[src/rtl/hazard_pkg.sv]
// hazard_pkg
//   Shared constants for the hazard unit: the operand forwarding source encodings
//   and the helper that sizes register-index fields from the register count.
package hazard_pkg;

    localparam logic [2:0] FWD_NONE    = 3'b000;
    localparam logic [2:0] FWD_EXE     = 3'b001;
    localparam logic [2:0] FWD_MEM_ALU = 3'b010;
    localparam logic [2:0] FWD_MEM_LD  = 3'b011;
    localparam logic [2:0] FWD_MCU     = 3'b100;

    // Index width for a register file of n entries; a single-entry file still
    // needs a 1-bit index so that port widths never collapse to zero.
    function automatic int reg_aw(input int n);
        return (n > 1) ? $clog2(n) : 1;
    endfunction

endpackage

[src/rtl/hazard_unit_mc_if.sv]
// hazard_unit_mc_if
//   Bundle of every ID/EXE/MEM/MCU signal exchanged between the pipeline and
//   the hazard unit. clk and rst are kept as plain ports on the modules.
//   Modports:
//     master - pipeline side: drives stage info and MCU status, receives controls
//     slave  - hazard unit side: receives stage info, drives controls/forward selects
interface hazard_unit_mc_if
    import hazard_pkg::*;
#(
    parameter int NUM_REGS = 32
);
    localparam int REG_AW = reg_aw(NUM_REGS);

    logic              Branch_ID, rs1use_ID, rs2use_ID, mcu_issue_ID;
    logic [REG_AW-1:0] rs1_ID, rs2_ID, rd_ID, rd_EXE, rd_MEM, rs2_EXE;
    logic              mem_w_EXE, DatatoReg_EXE, RegWrite_EXE, DatatoReg_MEM, RegWrite_MEM;
    logic              mcu_done;
    logic [REG_AW-1:0] mcu_rd;

    logic              PC_EN_IF, reg_FD_EN, reg_FD_stall, reg_FD_flush;
    logic              reg_DE_EN, reg_DE_flush, reg_EM_EN, reg_EM_flush, reg_MW_EN;
    logic [2:0]        forward_ctrl_A, forward_ctrl_B;
    logic              forward_ctrl_ls, mcu_issue_ok, mcu_err;

    modport master (
        output Branch_ID, rs1use_ID, rs2use_ID, mcu_issue_ID,
               rs1_ID, rs2_ID, rd_ID, rd_EXE, rd_MEM, rs2_EXE,
               mem_w_EXE, DatatoReg_EXE, RegWrite_EXE, DatatoReg_MEM, RegWrite_MEM,
               mcu_done, mcu_rd,
        input  PC_EN_IF, reg_FD_EN, reg_FD_stall, reg_FD_flush,
               reg_DE_EN, reg_DE_flush, reg_EM_EN, reg_EM_flush, reg_MW_EN,
               forward_ctrl_A, forward_ctrl_B, forward_ctrl_ls, mcu_issue_ok, mcu_err
    );

    modport slave (
        input  Branch_ID, rs1use_ID, rs2use_ID, mcu_issue_ID,
               rs1_ID, rs2_ID, rd_ID, rd_EXE, rd_MEM, rs2_EXE,
               mem_w_EXE, DatatoReg_EXE, RegWrite_EXE, DatatoReg_MEM, RegWrite_MEM,
               mcu_done, mcu_rd,
        output PC_EN_IF, reg_FD_EN, reg_FD_stall, reg_FD_flush,
               reg_DE_EN, reg_DE_flush, reg_EM_EN, reg_EM_flush, reg_MW_EN,
               forward_ctrl_A, forward_ctrl_B, forward_ctrl_ls, mcu_issue_ok, mcu_err
    );

endinterface

[src/rtl/hazard_unit_mc_reg_scoreboard.sv]
// reg_scoreboard
//   Tracks which architectural registers are waiting on the multi-cycle unit,
//   whether an MCU op is outstanding, and how long it has been outstanding.
//   Ports:
//     clk, rst           clock, synchronous active-high reset
//     set_req, set_idx   an MCU op was accepted and will write set_idx
//     clr_req, clr_idx   the outstanding MCU op completed, writing clr_idx
//     busy               per-register pending-write vector (bit 0 never set)
//     pending            an MCU op is outstanding
//     mcu_err            sticky: an op stayed outstanding MCU_TIMEOUT cycles
module reg_scoreboard
    import hazard_pkg::*;
#(
    parameter int NUM_REGS    = 32,
    parameter int MCU_TIMEOUT = 64
) (
    input  logic                        clk,
    input  logic                        rst,
    input  logic                        set_req,
    input  logic [reg_aw(NUM_REGS)-1:0] set_idx,
    input  logic                        clr_req,
    input  logic [reg_aw(NUM_REGS)-1:0] clr_idx,
    output logic [NUM_REGS-1:0]         busy,
    output logic                        pending,
    output logic                        mcu_err
);
    localparam int               AGE_W   = $clog2(MCU_TIMEOUT + 1);
    localparam logic [AGE_W-1:0] AGE_MAX = AGE_W'(MCU_TIMEOUT);

    logic [NUM_REGS-1:0] busy_d, busy_q;
    logic                pending_d, pending_q;
    logic [AGE_W-1:0]    age_d, age_q;
    logic                err_d, err_q;

    // Clear is applied before set so a completion and a new issue to the same
    // register in one cycle leaves the register busy for the new op.
    always_comb begin
        busy_d = busy_q;
        if (clr_req) begin
            busy_d[clr_idx] = 1'b0;
        end
        if (set_req && set_idx != '0) begin
            busy_d[set_idx] = 1'b1;
        end

        pending_d = pending_q;
        if (set_req) begin
            pending_d = 1'b1;
        end else if (clr_req) begin
            pending_d = 1'b0;
        end

        // Age restarts with every issue or completion and saturates at the
        // timeout so the error comparison cannot wrap around.
        age_d = age_q;
        if (set_req || clr_req) begin
            age_d = '0;
        end else if (pending_q && age_q != AGE_MAX) begin
            age_d = age_q + 1'b1;
        end

        err_d = err_q || (age_d == AGE_MAX);
    end

    always_ff @(posedge clk) begin
        if (rst) begin
            busy_q    <= '0;
            pending_q <= 1'b0;
            age_q     <= '0;
            err_q     <= 1'b0;
        end else begin
            busy_q    <= busy_d;
            pending_q <= pending_d;
            age_q     <= age_d;
            err_q     <= err_d;
        end
    end

    assign busy    = busy_q;
    assign pending = pending_q;
    assign mcu_err = err_q;

endmodule

[src/rtl/hazard_unit_mc.sv]
// hazard_unit_mc
//   Hazard controller for the 5-stage core with a scoreboard for one
//   variable-latency multi-cycle unit (mul/div). Produces operand forwarding
//   selects, the load-to-store forward, and PC/IF-ID/ID-EX stall and flush
//   controls for load-use, MCU RAW/WAW/structural hazards and taken branches.
//   Ports:
//     clk, rst    clock, synchronous active-high reset
//     hz          hazard_unit_mc_if.slave: stage info in, pipeline controls out
//     stall_cnt   (HAZ_PERF_CNT_EN only) saturating count of PC-stalled cycles
//     flush_cnt   (HAZ_PERF_CNT_EN only) saturating count of IF/ID flush cycles
//   Configuration:
//     HAZ_PERF_CNT_EN  defined: adds PERF_W parameter and the two counter ports
module hazard_unit_mc
    import hazard_pkg::*;
#(
    parameter int NUM_REGS    = 32,
    parameter int MCU_TIMEOUT = 64
`ifdef HAZ_PERF_CNT_EN
    ,parameter int PERF_W     = 32
`endif
) (
    input  logic              clk,
    input  logic              rst,
    hazard_unit_mc_if.slave   hz
`ifdef HAZ_PERF_CNT_EN
    ,output logic [PERF_W-1:0] stall_cnt
    ,output logic [PERF_W-1:0] flush_cnt
`endif
);
    localparam int REG_AW = reg_aw(NUM_REGS);

    logic [NUM_REGS-1:0] busy, busy_eff;
    logic                mcu_pending, mcu_err_w, done_ok;
    logic                stall_lu, stall_sb, stall;
    logic                pc_en, fd_stall, fd_flush, de_flush, issue_ok, fwd_ls;
    logic [2:0]          fwd_a, fwd_b;

    function automatic logic [2:0] fwd_sel(
        input logic [REG_AW-1:0] rs,     input logic rs_used,
        input logic rw_exe, input logic [REG_AW-1:0] rd_exe,
        input logic mcu_ok, input logic [REG_AW-1:0] mcu_rd,
        input logic rw_mem, input logic [REG_AW-1:0] rd_mem, input logic ld_mem);
        logic [2:0] sel;
        sel = FWD_NONE;
        if (rs_used && rs != '0) begin
            if (rw_exe && rd_exe == rs) begin
                sel = FWD_EXE;
            end else if (mcu_ok && mcu_rd == rs) begin
                sel = FWD_MCU;
            end else if (rw_mem && rd_mem == rs) begin
                sel = ld_mem ? FWD_MEM_LD : FWD_MEM_ALU;
            end
        end
        return sel;
    endfunction

    // A completion is only meaningful while an op is outstanding; a stray
    // mcu_done neither forwards nor clears anything.
    assign done_ok = hz.mcu_done && mcu_pending;

    // Registers completing this cycle are forwarded, so they no longer block.
    always_comb begin
        busy_eff = busy;
        if (done_ok) begin
            busy_eff[hz.mcu_rd] = 1'b0;
        end
    end

    assign stall_lu = hz.RegWrite_EXE && hz.DatatoReg_EXE &&
                      ((hz.rs1use_ID && hz.rs1_ID != '0 && hz.rs1_ID == hz.rd_EXE) ||
                       (hz.rs2use_ID && hz.rs2_ID != '0 && hz.rs2_ID == hz.rd_EXE));

    assign stall_sb = (hz.rs1use_ID && hz.rs1_ID != '0 && busy_eff[hz.rs1_ID]) ||
                      (hz.rs2use_ID && hz.rs2_ID != '0 && busy_eff[hz.rs2_ID]) ||
                      (hz.mcu_issue_ID && busy_eff[hz.rd_ID]) ||
                      (hz.mcu_issue_ID && mcu_pending && !done_ok);

    assign stall = stall_lu || stall_sb;

    // Stall beats branch: a stalled branch stays in ID and redirects next cycle.
    // While in reset every control sits at its pass-through value.
    always_comb begin
        pc_en    = 1'b1;
        fd_stall = 1'b0;
        fd_flush = 1'b0;
        de_flush = 1'b0;
        issue_ok = 1'b0;
        fwd_ls   = 1'b0;
        fwd_a    = FWD_NONE;
        fwd_b    = FWD_NONE;
        if (!rst) begin
            fwd_a  = fwd_sel(hz.rs1_ID, hz.rs1use_ID, hz.RegWrite_EXE, hz.rd_EXE, done_ok,
                             hz.mcu_rd, hz.RegWrite_MEM, hz.rd_MEM, hz.DatatoReg_MEM);
            fwd_b  = fwd_sel(hz.rs2_ID, hz.rs2use_ID, hz.RegWrite_EXE, hz.rd_EXE, done_ok,
                             hz.mcu_rd, hz.RegWrite_MEM, hz.rd_MEM, hz.DatatoReg_MEM);
            fwd_ls = hz.mem_w_EXE && hz.RegWrite_MEM && hz.DatatoReg_MEM &&
                     hz.rd_MEM == hz.rs2_EXE && hz.rd_MEM != '0;
            if (stall) begin
                pc_en    = 1'b0;
                fd_stall = 1'b1;
                de_flush = 1'b1;
            end else if (hz.Branch_ID) begin
                fd_flush = 1'b1;
            end
            issue_ok = hz.mcu_issue_ID && !stall;
        end
    end

    reg_scoreboard #(
        .NUM_REGS    (NUM_REGS),
        .MCU_TIMEOUT (MCU_TIMEOUT)
    ) u_scoreboard (
        .clk     (clk),
        .rst     (rst),
        .set_req (issue_ok),
        .set_idx (hz.rd_ID),
        .clr_req (done_ok),
        .clr_idx (hz.mcu_rd),
        .busy    (busy),
        .pending (mcu_pending),
        .mcu_err (mcu_err_w)
    );

    assign hz.PC_EN_IF        = pc_en;
    assign hz.reg_FD_EN       = 1'b1;
    assign hz.reg_FD_stall    = fd_stall;
    assign hz.reg_FD_flush    = fd_flush;
    assign hz.reg_DE_EN       = 1'b1;
    assign hz.reg_DE_flush    = de_flush;
    assign hz.reg_EM_EN       = 1'b1;
    assign hz.reg_EM_flush    = 1'b0;
    assign hz.reg_MW_EN       = 1'b1;
    assign hz.forward_ctrl_A  = fwd_a;
    assign hz.forward_ctrl_B  = fwd_b;
    assign hz.forward_ctrl_ls = fwd_ls;
    assign hz.mcu_issue_ok    = issue_ok;
    assign hz.mcu_err         = mcu_err_w;

`ifdef HAZ_PERF_CNT_EN
    logic [PERF_W-1:0] stall_cnt_d, stall_cnt_q, flush_cnt_d, flush_cnt_q;

    // Both counters stick at all-ones instead of wrapping.
    always_comb begin
        stall_cnt_d = stall_cnt_q;
        flush_cnt_d = flush_cnt_q;
        if (!pc_en && stall_cnt_q != '1) begin
            stall_cnt_d = stall_cnt_q + 1'b1;
        end
        if (fd_flush && flush_cnt_q != '1) begin
            flush_cnt_d = flush_cnt_q + 1'b1;
        end
    end

    always_ff @(posedge clk) begin
        if (rst) begin
            stall_cnt_q <= '0;
            flush_cnt_q <= '0;
        end else begin
            stall_cnt_q <= stall_cnt_d;
            flush_cnt_q <= flush_cnt_d;
        end
    end

    assign stall_cnt = stall_cnt_q;
    assign flush_cnt = flush_cnt_q;
`endif

endmodule
[src/flat_wrapper.sv]
// flat-port wrapper written by rule: the top's interface ports become plain ports
module hazard_unit_mc_flat import hazard_pkg::*;
#(
    parameter int NUM_REGS    = 32,
    parameter int MCU_TIMEOUT = 64

)
  (clk, rst, hz_Branch_ID, hz_rs1use_ID, hz_rs2use_ID, hz_mcu_issue_ID, hz_rs1_ID, hz_rs2_ID, hz_rd_ID, hz_rd_EXE, hz_rd_MEM, hz_rs2_EXE, hz_mem_w_EXE, hz_DatatoReg_EXE, hz_RegWrite_EXE, hz_DatatoReg_MEM, hz_RegWrite_MEM, hz_mcu_done, hz_mcu_rd, hz_PC_EN_IF, hz_reg_FD_EN, hz_reg_FD_stall, hz_reg_FD_flush, hz_reg_DE_EN, hz_reg_DE_flush, hz_reg_EM_EN, hz_reg_EM_flush, hz_reg_MW_EN, hz_forward_ctrl_A, hz_forward_ctrl_B, hz_forward_ctrl_ls, hz_mcu_issue_ok, hz_mcu_err);
  hazard_unit_mc_if #(.NUM_REGS(NUM_REGS)) hz_i ();
  input  logic clk;
  input  logic rst;
  input wire logic [$bits(hz_i.Branch_ID)-1:0] hz_Branch_ID;
  input wire logic [$bits(hz_i.rs1use_ID)-1:0] hz_rs1use_ID;
  input wire logic [$bits(hz_i.rs2use_ID)-1:0] hz_rs2use_ID;
  input wire logic [$bits(hz_i.mcu_issue_ID)-1:0] hz_mcu_issue_ID;
  input wire logic [$bits(hz_i.rs1_ID)-1:0] hz_rs1_ID;
  input wire logic [$bits(hz_i.rs2_ID)-1:0] hz_rs2_ID;
  input wire logic [$bits(hz_i.rd_ID)-1:0] hz_rd_ID;
  input wire logic [$bits(hz_i.rd_EXE)-1:0] hz_rd_EXE;
  input wire logic [$bits(hz_i.rd_MEM)-1:0] hz_rd_MEM;
  input wire logic [$bits(hz_i.rs2_EXE)-1:0] hz_rs2_EXE;
  input wire logic [$bits(hz_i.mem_w_EXE)-1:0] hz_mem_w_EXE;
  input wire logic [$bits(hz_i.DatatoReg_EXE)-1:0] hz_DatatoReg_EXE;
  input wire logic [$bits(hz_i.RegWrite_EXE)-1:0] hz_RegWrite_EXE;
  input wire logic [$bits(hz_i.DatatoReg_MEM)-1:0] hz_DatatoReg_MEM;
  input wire logic [$bits(hz_i.RegWrite_MEM)-1:0] hz_RegWrite_MEM;
  input wire logic [$bits(hz_i.mcu_done)-1:0] hz_mcu_done;
  input wire logic [$bits(hz_i.mcu_rd)-1:0] hz_mcu_rd;
  output wire logic [$bits(hz_i.PC_EN_IF)-1:0] hz_PC_EN_IF;
  output wire logic [$bits(hz_i.reg_FD_EN)-1:0] hz_reg_FD_EN;
  output wire logic [$bits(hz_i.reg_FD_stall)-1:0] hz_reg_FD_stall;
  output wire logic [$bits(hz_i.reg_FD_flush)-1:0] hz_reg_FD_flush;
  output wire logic [$bits(hz_i.reg_DE_EN)-1:0] hz_reg_DE_EN;
  output wire logic [$bits(hz_i.reg_DE_flush)-1:0] hz_reg_DE_flush;
  output wire logic [$bits(hz_i.reg_EM_EN)-1:0] hz_reg_EM_EN;
  output wire logic [$bits(hz_i.reg_EM_flush)-1:0] hz_reg_EM_flush;
  output wire logic [$bits(hz_i.reg_MW_EN)-1:0] hz_reg_MW_EN;
  output wire logic [$bits(hz_i.forward_ctrl_A)-1:0] hz_forward_ctrl_A;
  output wire logic [$bits(hz_i.forward_ctrl_B)-1:0] hz_forward_ctrl_B;
  output wire logic [$bits(hz_i.forward_ctrl_ls)-1:0] hz_forward_ctrl_ls;
  output wire logic [$bits(hz_i.mcu_issue_ok)-1:0] hz_mcu_issue_ok;
  output wire logic [$bits(hz_i.mcu_err)-1:0] hz_mcu_err;
  assign hz_i.Branch_ID = hz_Branch_ID;
  assign hz_i.rs1use_ID = hz_rs1use_ID;
  assign hz_i.rs2use_ID = hz_rs2use_ID;
  assign hz_i.mcu_issue_ID = hz_mcu_issue_ID;
  assign hz_i.rs1_ID = hz_rs1_ID;
  assign hz_i.rs2_ID = hz_rs2_ID;
  assign hz_i.rd_ID = hz_rd_ID;
  assign hz_i.rd_EXE = hz_rd_EXE;
  assign hz_i.rd_MEM = hz_rd_MEM;
  assign hz_i.rs2_EXE = hz_rs2_EXE;
  assign hz_i.mem_w_EXE = hz_mem_w_EXE;
  assign hz_i.DatatoReg_EXE = hz_DatatoReg_EXE;
  assign hz_i.RegWrite_EXE = hz_RegWrite_EXE;
  assign hz_i.DatatoReg_MEM = hz_DatatoReg_MEM;
  assign hz_i.RegWrite_MEM = hz_RegWrite_MEM;
  assign hz_i.mcu_done = hz_mcu_done;
  assign hz_i.mcu_rd = hz_mcu_rd;
  assign hz_PC_EN_IF = hz_i.PC_EN_IF;
  assign hz_reg_FD_EN = hz_i.reg_FD_EN;
  assign hz_reg_FD_stall = hz_i.reg_FD_stall;
  assign hz_reg_FD_flush = hz_i.reg_FD_flush;
  assign hz_reg_DE_EN = hz_i.reg_DE_EN;
  assign hz_reg_DE_flush = hz_i.reg_DE_flush;
  assign hz_reg_EM_EN = hz_i.reg_EM_EN;
  assign hz_reg_EM_flush = hz_i.reg_EM_flush;
  assign hz_reg_MW_EN = hz_i.reg_MW_EN;
  assign hz_forward_ctrl_A = hz_i.forward_ctrl_A;
  assign hz_forward_ctrl_B = hz_i.forward_ctrl_B;
  assign hz_forward_ctrl_ls = hz_i.forward_ctrl_ls;
  assign hz_mcu_issue_ok = hz_i.mcu_issue_ok;
  assign hz_mcu_err = hz_i.mcu_err;
  hazard_unit_mc #(.NUM_REGS(NUM_REGS), .MCU_TIMEOUT(MCU_TIMEOUT)) u_core (.clk(clk), .rst(rst), .hz(hz_i));
endmodule
[config.mk]
export PLATFORM = sky130hd
export DESIGN_NAME = hazard_unit_mc_flat
export DESIGN_NICKNAME = d
export VERILOG_FILES = /design/src/rtl/hazard_pkg.sv /design/src/rtl/hazard_unit_mc_if.sv /design/src/rtl/hazard_unit_mc_reg_scoreboard.sv /design/src/rtl/hazard_unit_mc.sv /design/src/flat_wrapper.sv
export SDC_FILE = /design/constraint.sdc
export NUM_CORES = 1
export LEC_CHECK = 0
export ABC_AREA = 1
export ABC_CLOCK_PERIOD_IN_PS = 5500
export CAP_MARGIN = 20
export CORE_UTILIZATION = 52
export CTS_CLUSTER_DIAMETER = 120
export DETAILED_ROUTE_END_ITERATION = 8
export GPL_ROUTABILITY_DRIVEN = 0
export PLACE_DENSITY = 0.78
export SLEW_MARGIN = 15
export SYNTH_ARGS = -nofsm -noshare
export SYNTH_HDL_FRONTEND = slang
export SYNTH_HIERARCHICAL = 1
export SYNTH_SLANG_ARGS = --single-unit
[constraint.sdc]
create_clock -name clk -period 5.5 [get_ports clk]
set_input_delay 0.825 -clock clk [delete_from_list [all_inputs] [get_ports clk]]
set_output_delay 0.825 -clock clk [all_outputs]
set_load 0.02 [all_outputs]
==> metrics.csv <==
stage;metric;value;unit
status;status;finished clean;
run;drv_cap;0;
logic_synthesis;synth_area_per_cell;5.903;sq um
floorplanning;coreArea;7408;sq um
layout;layout-drive-gt1-share;7.514;%
logic_synthesis;synth_edf_count;0;
layout;stdcell_count;831;
clocking;clockBufferDepth;2;
power;powerDensity;152.2;nW/um^2
logic_synthesis;synth-main-ff-cell;dfxtp_1;
floorplanning;start_util;54.74;%
timing;fin_skew;0.01078;ns
placed_design;hpwlAfterDp;10430;um
timing;fin_crit;4.949;ns
floorplanning;die-area;8156;sq um
critical_path;crit_chain;clkdlybuf4s50_1 > inv_1 > nor2_1 > inv_1 > nor2_1 > nor2_1 > nand2_1 > nand2_1 > nand2_1 > nand3_1 > nand3_1 > nand2_2 > nor3_2 > clkdlybuf4s50_1;
clocking;clk_latency;0.30;ns
logic_synthesis;synth.most_common_cell;nand2_1;
route;post_drt_wl_per_cell;16.47;um
clocking;cts_sinks;41;
critical_path;reg2reg_slack;1.98;ns
floorplanning;fp.dieW;90.31;um
logic_synthesis;syn-instance-count;687;
clocking;htreeDepth;2;
timing;drv_slew;0;
layout;regArea;820.8;sq um
logic_synthesis;syn_area;4055;sq um
timing;setup_viol;0;
layout;nNetsFinal;780;
critical_path;crit_path_end_kind;output port;
grt;grt_max_degree;46;
critical_path;critical_path_required;4.68;ns
route;dr.first_iter.drc_count;600;
clocking;ctsHoldBuffers;0;
grt;overflow;0;
clocking;cts_setup_buffers;0;
clocking;tritoncts;done;
route;route.detailed.drc;0;
critical_path;worstPathMaxFanout;12;
clocking;clk_pin_slew;0.08;ns
logic_synthesis;synth_area_leaders;dfxtp_1 20%, nand2_1 18%, nand3_1 16%;
logic_synthesis;synth_area_leader_cell;dfxtp_1;
placed_design;portBuffers;59;
layout;area_delta_synth_final;16.41;%
critical_path;critPathArrivalTime;4.12;ns
logic_synthesis;ys_warn_count;6;
route;ant_nets;0;
route;dr.pass1.iters;6;
worst_hold_path;hold_class;reg -> reg;
timing;max_slew.worst_pin.slew;0.8302;ns
layout;multi_input_area;2825;sq um
logic_synthesis;seq_area_frac_synth;20.24;%
clocking;ctsResizeCount;0;
placed_design;dp_cells;823;
logic_synthesis;synthDominantCellAreaShare;20.24;%
timing;fmax;0.2021;GHz
route;viasPerCell;6.020;
power;p_leak;1.814;nW
grt;grt_pass1_vias;4434;
logic_synthesis;synth_common_cells;196 x nand2_1, 129 x nand3_1, 52 x inv_1, 47 x a21oi_1, 41 x dfxtp_1;
clocking;clockRootBuffer;clkbuf_8;
grt;antenna_found_initial;0;
floorplanning;die_h;90.31;um
critical_path;cp_slowest_cell;clkdlybuf4s50_1;
logic_synthesis;async_flop_share;0;%
grt;grt_pass1_wl;22210;um
timing;period_share;89.98;%
grt;grt.total_usage;33.36;%
timing;max_slew_margin;44.48;%
clocking;cts_made_buffers;5;
timing;rsz0062_at_grt;no;
layout;diodes;0;
floorplanning;io_pins;65;
critical_path;critPathKind;in -> out;
route;vias;5003;
critical_path;worst_path_largest_cell_delay;0.74;ns
layout;fillers;721;
power;ir_drop;0.1675;mV
route;wl;13690;um
timing;finalSetupTns;0;ns
logic_synthesis;synth_seq_cells;41;
floorplanning;rows;31;
logic_synthesis;synth_cell_types;47;
critical_path;startpoint_type;primary input;
timing;hold_viol_final;0;
[final timing paths]
| path | from | endpoint | cells past startpoint |
|---|---|---|---|
| worst max-delay path | hz_rs2_ID[0] | hz_mcu_issue_ok | 14 |
| worst min-delay path | u_core/u_scoreboard/mcu_err | u_core/u_scoreboard/mcu_err | 2 |
| worst max register to register | u_core/u_scoreboard/pending | u_core/u_scoreboard/busy[24] | 17 |
| worst min register to register | u_core/u_scoreboard/mcu_err | u_core/u_scoreboard/mcu_err | 2 |
[placed cells by master, fill, tap and decap left out, types with 11 or more instances in the layout]
master / instances
nand2_1: 196
nand3_1: 129
clkdlybuf4s50_1: 59
inv_1: 52
a21oi_1: 47
dfxtp_1: 41
nor2_1: 38
o21ai_0: 34
xor2_1: 13
nor3_1: 11
[routing by layer]
layer | part of all wire (%) | global-route usage, % | wire length (um)
met1 | 42 | 45.13 | 5700
met2 | 45 | 52.80 | 6093
met3 | 11 | 6.313 | 1551
met4 | 2.5 | 11.83 | 340
met5 | 0 | 0 | 0
[cells by family (layout without fill, tap and decap cells)]
| group | after synthesis | after routing | synth area share, % |
|---|---|---|---|
| AOI/OAI and AO/OA | 116 | 116 | 16.75 |
| xor gates and xnor gates | 18 | 18 | 3.888 |
| other | 2 | 5 | 0.1852 |
| DFF | 41 | 41 | 20.24 |
| adders and majority gates | 2 | 2 | 0.6170 |
| buffers and inverters | 90 | 132 | 10.37 |
| and+or+nand+nor | 418 | 418 | 47.95 |
[critical path, delay by kind of cell]
family | cells | cell delay, ns
and+or+nand+nor | 10 | 1.36
buffers and inverters | 4 | 1.92
[per-stage QoR]
| stage | cell area (sq um) | util [%] | setup WS, ns | hold WS, ns | total power [mW] |
|---|---|---|---|---|---|
| 2_1_floorplan | 4066 | - | 2.233 | 0.4418 | 0.4410 |
| 3_3_place_gp | 4633 | 62.54 | 0.6684 | 0.4495 | 0.5192 |
| 3_5_place_dp | 4633 | 62.54 | 0.6707 | 0.4538 | 0.5218 |
| 4_1_cts | 4721 | 63.72 | 0.6497 | 0.4670 | 0.7138 |
| 5_1_grt | 4721 | 63.72 | 0.4508 | 0.4942 | 0.7492 |
| 6_report | 4721 | 63.72 | 0.5512 | 0.4622 | 0.7183 |
[where the power goes]
group / leakage (nW) / switching [mW] / internal (mW) / total (mW)
combinational: 1.45 / 0.137 / 0.0809 / 0.218
clock: 0.0374 / 0.107 / 0.0894 / 0.197
sequential: 0.330 / 0.00443 / 0.299 / 0.303
[area by class of cell]
| class | count | area share (%) |
|---|---|---|
| Clock buffer | 6 | 1.537 |
| Clock inverter | 2 | 0.3180 |
| Inverter | 58 | 4.665 |
| Multi-Input combinational cell | 559 | 59.85 |
| Sequential cell | 41 | 17.39 |
| Tap cell | 99 | 2.624 |
| Timing Repair Buffer | 66 | 13.62 |
[sequential cells by signal, indices dropped and copies added (netlist names)]
register                     cells
u_core/u_scoreboard/busy        32
u_core/u_scoreboard/mcu_err      1
u_core/u_scoreboard/age_q        7
u_core/u_scoreboard/pending      1
Power figures use the tool's default switching activity.
